File: src/rtl/amiq_dvcon_blue_rx.sv
// ==== amiq_dvcon_blue_rx : blue push-bus receiver, FWFT FIFO with drop counter ==== rev 1.0
`default_nettype none

module amiq_dvcon_blue_rx #(
  parameter int DEPTH = 4,
  parameter int CNT_W = 16
) (
  input  logic                     clk,
  input  logic                     rst,
  input  logic [31:0]              field0,
  input  logic [31:0]              field1,
  input  logic [31:0]              field2,
  input  logic                     valid,
  output logic [31:0]              out_field0,
  output logic [31:0]              out_field1,
  output logic [31:0]              out_field2,
  output logic                     out_valid,
  input  logic                     out_ready,
  output logic [$clog2(DEPTH):0]   level,
  output logic [CNT_W-1:0]         drop_cnt,
  output logic                     overflow
);

  localparam int PW = $clog2(DEPTH);
  localparam int LW = PW + 1;
  localparam logic [LW-1:0] FULL_LVL = LW'(DEPTH);

  logic [95:0]      mem_q [DEPTH];
  logic [PW-1:0]    wr_ptr_q, wr_ptr_d;
  logic [PW-1:0]    rd_ptr_q, rd_ptr_d;
  logic [LW-1:0]    level_q, level_d;
  logic [CNT_W-1:0] drop_cnt_q, drop_cnt_d;
  logic             overflow_q, overflow_d;

  logic             w_nempty;
  logic             w_full;
  logic             w_pop;
  logic             w_push;
  logic             w_drop;
  logic [95:0]      w_head;

  assign w_nempty = (level_q != '0);
  assign w_full   = (level_q == FULL_LVL);
  assign w_pop    = w_nempty & out_ready;
  // A full FIFO still accepts a beat when the head leaves in the same cycle.
  assign w_push   = valid & (~w_full | w_pop);
  assign w_drop   = valid & w_full & ~w_pop;

  always_comb begin
    wr_ptr_d   = wr_ptr_q;
    rd_ptr_d   = rd_ptr_q;
    level_d    = level_q;
    drop_cnt_d = drop_cnt_q;
    overflow_d = overflow_q;
    if (w_push) wr_ptr_d = wr_ptr_q + 1'b1;
    if (w_pop)  rd_ptr_d = rd_ptr_q + 1'b1;
    if (w_push && !w_pop) begin
      level_d = level_q + 1'b1;
    end else if (!w_push && w_pop) begin
      level_d = level_q - 1'b1;
    end
    if (w_drop) begin
      overflow_d = 1'b1;
      if (drop_cnt_q != '1) drop_cnt_d = drop_cnt_q + 1'b1;
    end
  end

  always_ff @(posedge clk) begin
    if (rst) begin
      wr_ptr_q   <= '0;
      rd_ptr_q   <= '0;
      level_q    <= '0;
      drop_cnt_q <= '0;
      overflow_q <= 1'b0;
    end else begin
      wr_ptr_q   <= wr_ptr_d;
      rd_ptr_q   <= rd_ptr_d;
      level_q    <= level_d;
      drop_cnt_q <= drop_cnt_d;
      overflow_q <= overflow_d;
    end
  end

  // Storage is deliberately left out of reset; the level gates what is visible.
  always_ff @(posedge clk) begin
    if (!rst && w_push) mem_q[wr_ptr_q] <= {field2, field1, field0};
  end

  assign w_head     = mem_q[rd_ptr_q];
  assign out_valid  = w_nempty;
  assign out_field0 = w_nempty ? w_head[31:0]  : 32'd0;
  assign out_field1 = w_nempty ? w_head[63:32] : 32'd0;
  assign out_field2 = w_nempty ? w_head[95:64] : 32'd0;
  assign level      = level_q;
  assign drop_cnt   = drop_cnt_q;
  assign overflow   = overflow_q;

endmodule

`default_nettype wire

File: config.mk
export PLATFORM = sky130hd
export DESIGN_NAME = amiq_dvcon_blue_rx
export DESIGN_NICKNAME = d
export VERILOG_FILES = /design/src/rtl/amiq_dvcon_blue_rx.sv
export SDC_FILE = /design/constraint.sdc
export NUM_CORES = 1
export LEC_CHECK = 0
export BUFFER_PORTS_ARGS = -buffer_cell sky130_fd_sc_hd__buf_2
export CAP_MARGIN = 20
export CORE_MARGIN = 4
export CORE_UTILIZATION = 55
export DETAILED_ROUTE_END_ITERATION = 8
export PLACE_DENSITY = 0.77
export RECOVER_POWER = 50
export SLEW_MARGIN = 15
export SYNTH_ARGS = -nofsm -noshare
export SYNTH_HDL_FRONTEND = slang
export SYNTH_SLANG_ARGS = --single-unit
File: constraint.sdc
create_clock -name clk -period 5.8 [get_ports clk]
set_input_delay 0.29 -clock clk [delete_from_list [all_inputs] [get_ports clk]]
set_output_delay 0.29 -clock clk [all_outputs]
set_load 0.02 [all_outputs]
* Word level (Yosys, flattened, before mapping) *
Memories as Yosys holds them, arrays and structs flattened. A register that Yosys moved wholly into a read port is not among the register bits.
Index checks and enable logic that the tools add are counted.

storage, ports and cells
  flip-flop bits (word level) = 24
  memory bits (writable) = 384
  bits of input ports = 100
  word-level logic and storage cells = 38
  memories = 1

operators by class
  bitwise operators = 7
  $add $sub $neg = 5
  mux-type cells = 9
  reductions and logical operators = 9
  equal/unequal tests = 2

memory list
  name   depth  width  rd ports  clocked after memory_dff  write ports  line  source
  mem_q  4      96     1         1                         1            28    logic [95:0] mem_q [DEPTH];

operator list
  kind                                                                 number
  32-bit 2-to-1 mux                                                    3
  16-bit by 1-bit adder with 16-bit output (second input constant)     1
  16-bit != test (second input constant)                               1
  3-bit 2-to-1 mux                                                     2
  2-bit by 1-bit adder with 2-bit output (second input constant)       2
  1-bit bitwise AND                                                    4
  2-bit 2-to-1 mux                                                     2
  3-bit by 1-bit adder with 3-bit output (second input constant)       1
  3-bit == test (second input constant)                                1
  1-bit logical AND                                                    3
  1-bit zero test                                                      3
  3-bit nonzero test                                                   1
  3-bit by 1-bit subtractor with 3-bit output (second input constant)  1
  1-bit 2-to-1 mux                                                     2
  1-bit inverter                                                       2
  2-bit AND reduction                                                  1
  2-bit nonzero test                                                   1
  1-bit OR                                                             1

* Logic depth before layout (Yosys ltp) *
  word-level depth = 8
  gate-level depth with buffers = 10
  gate-level depth less buffers = 9

* Worst setup path before layout *
Ideal clock, no wire load.

  path kind = reg2reg
  start point = reg level_q[0] (netlist: level[0])
  end point = mem mem_q[0][0] (enable)
  stages on the path, launching flop included = 6
  setup time = 466 ps
  clock period less this slack = 3807 ps
  path buffers = 1
  data arrival time = 3341 ps
  slack = 1993 ps
  cell sequence = dfxtp_1 or4b_1 buf_2 nand2_1 nor2_1 and2_1

on the way
  longest elaborated chain between the ends = 7

RTL lines
  item                                                        line    source
  from (decl)                                                 31      logic [LW-1:0] level_q, level_d;
  from (signal assigned)                                      78      level_q <= level_d;
  3-bit nonzero test / 3-bit == test (equally long branches)  42, 43
  1-bit bitwise AND / 1-bit inverter (equally long branches)  44, 46
  1-bit OR *                                                  46      assign w_push = valid & (~w_full | w_pop);
  1-bit bitwise AND *                                         46
  1-bit logical AND *                                         86      if (!rst && w_push) mem_q[wr_ptr_q] <= {field2, field1, field0};
  1-bit 2-to-1 mux *                                          86
  1-bit 2-to-1 mux (implied by the code) *                    86
  to (decl)                                                   28

Every way passes the cells marked *; elsewhere a longest branch is shown, timed or not.

==> results.cfg <==
[finish]
final_area_sq_mm = 0.01941
syn_to_final_growth_pct = 22.82
num-nets-final = 1198
layout-drive-gt1-share = 0.2484
fillers = 1860
layout_common_cells = 384 x edfxtp_1, 122 x clkbuf_1, 100 x buf_2
layout_commonest_cell = edfxtp_1

[cts]
cts_tree = yes
cts_buffers = 41
post_cts_buffers = 0
clk_latency_ns = 0.53
clock-sinks = 410
clkTransAtPathRegs_ns = 0.07
cts_root_buf = clkbuf_16
htreeDepth = 2
cts_max_path_buffers = 3

[power_and_ir_drop]
p_comb_frac = 0.285
switching_share = 0.3064
p_per_area_mw_per_mm2 = 441.1
internal_power_uw = 5939
leakage_uw = 0.006407
p_switching_uw = 2623
p_seq_frac = 0.409
max-vdd-ir-drop_uv = 323.9
clkPwrFrac = 0.306

[logic_synthesis]
synth_edf_count = 384
synth-main-ff-cell = edfxtp_1
netlist_instances = 770
synth-async-reset-ratio = 0
ys_seq_elements = 410
yosys_warnings = 0
synth_area_sq_mm = 0.01580
synth-seq-area-share = 0.7626
synth.avg_cell_area_sq_um = 20.52
netlist-cell-type-count = 44
synth_nets = 877

[worst_setup_path]
cp_data_required_time_ns = 5.51
crit_path_end_kind = output port
startpoint_type = flop
worst-path-max-fanout = 51
cp.arrival_ns = 2.88
critPathKind = flop to output port

[sta]
fin_setup_tns_ns = 0
fin_crit_ns = 3.172
worst_pin_slew_ns = 1.073
slew_headroom = 0.2845
finalSetupViolCount = 0
timing.fmax_mhz = 315.3
skew_ns = 0.01187
finalMaxSlewViolations = 0
rsz0062_at_grt = no
hold_viol = 0
period_share = 0.5469

[die]
core-area_sq_mm = 0.02809
dieArea_sq_mm = 0.03151
rows = 61
ioPinCount = 217
die_w_um = 177.5
dieHeight_um = 177.5
start_util = 0.5627

[placement]
hpwl_um = 18600
placed_cell_area_sq_mm = 0.01729
place_congestion = 0.8373
numPortBuffers = 216

[run]
maxCapViolCount = 0

[detailed_routing]
viasPerCell = 5.666
dr.pass1.iters = 5
dr_total_vias = 8527
wl_per_cell_um = 21.84
wl_um = 32870
drtAntennaViolNets = 0
drt_iter0_markers = 657
drc = 0

[grt]
grt_use_total = 0.2102
first_global_vias = 8889
grt.overflow.total = 0
grt_pass1_wl_um = 50740
grt_max_degree = 100
antenna_found_initial = 7

[status]
status = completed

[min_path]
min_path_type = primary input to flop
## state kept, by name (all words and copies together), names as in the netlist, named ones only
register	count
overflow	1
rd_ptr_q	2
drop_cnt	16
wr_ptr_q	2
mem_q	384
level	3
## worst paths after layout
kind	start	endpoint	slack (ns)	depth (start not counted)
worst min register to register	overflow$_SDFFE_PP0P_	overflow$_SDFFE_PP0P_	0.49	2
worst max-delay path	flop	out_field2[27]	2.63	4
worst min-delay path	valid	wr_ptr_q[1]$_SDFFE_PP0N_	0.1	3
worst max register to register	level[0]$_SDFFE_PP0P_	mem_q[1][30]$_DFFE_PP_	2.87	5
## what timing repair did
item | in CTS | in global routing
gates resized for setup | 0 | 0
endpoints found under the hold margin | 371 | 0
hold buffers | 93 | 0
## cell families (layout without fill, tap and decap cells)
kind of cell               count (synthesis)  after routing  share of synthesized area
adders and majority gates                  7              7                   0.006017
DFF                                      410            410                     0.7626
buffers and inverters                     45            398                    0.01156
other                                      0              4                          0
and+or+nand+nor                          174            174                    0.06445
AOI/OAI and AO/OA                         27             27                    0.01172
xor gates and xnor gates                   5              5                   0.002771
muxes                                    102            102                     0.1409
## power by group through the flow
stage               Combinational [uW]  Clock (uW)  Sequential [uW]
floorplan                         1680           0             3510
global placement                  2420           0             3560
detailed placement                2420           0             3570
CTS                               2490        2660             3510
global route                      2620        2800             3520
finish                            2440        2620             3500
## stage by stage
stage	util	hold WS [ns]	worst slack, ns	power [uW]	std cells
2_1_floorplan	-	0.3889	1.993	5189	770
3_3_place_gp	0.6154	0.4589	2.879	5975	1333
3_5_place_dp	0.6154	0.4663	2.820	5989	1333
4_1_cts	0.6965	0.0007989	2.562	8663	1501
5_1_grt	0.6911	0.09150	2.509	8940	1505
6_report	0.6911	0.09571	2.628	8562	1505
## synthesized netlist by cell type, drive strengths merged (2+ instances only)
library cell  count  share of area
a211oi            4         0.0019
a21oi             8         0.0025
a311oi            2         0.0011
a31oi             4         0.0016
a41oi             2         0.0011
and2            101          0.040
buf              13         0.0040
clkbuf           24         0.0057
dfxtp            26          0.033
edfxtp          384           0.73
ha                6         0.0048
inv               8         0.0019
mux2              4         0.0028
mux2i             2         0.0013
mux4             96           0.14
nand2            11         0.0026
nand2b            2        0.00079
nand3            10         0.0032
nand4             4         0.0020
nor2             20         0.0048
nor2b             3         0.0012
nor3              6         0.0019
nor4              6         0.0028
o31ai             2        0.00095
or2               2        0.00095
or3               2        0.00079
or4               2        0.00095
xor2              4         0.0022
## routing by layer
metal	vias to the layer above	share of wire	track usage	wire, um
met5	-	0.00085	0	28
met4	6	0.029	0.06800	950
met3	72	0.083	0.04580	2715
met2	384	0.48	0.3324	15740
met1	4309	0.41	0.2982	13440
li1	3756	-	-	-
## area by class of cell
cell class              instances  area (sq um)  share of cell area
flip-flops and latches        410         12060              0.6212
multi-input cells             315          3570              0.1839
repair buffers                315          1924             0.09914
clock buffers                  48          1062             0.05472
well taps                     378         473.0             0.02437
clock inverters                27         282.8             0.01457
inverters                       8         30.03            0.001547
diodes                          4         10.01           0.0005157
## worst max-delay path: stages, from the launching register on
cell and delay (ns):
dfxtp_4 0.79, buf_4 0.73, mux4_2 0.43, and2_1 0.20, buf_2 0.16
No activity file was read; power rests on OpenSTA's default activity.
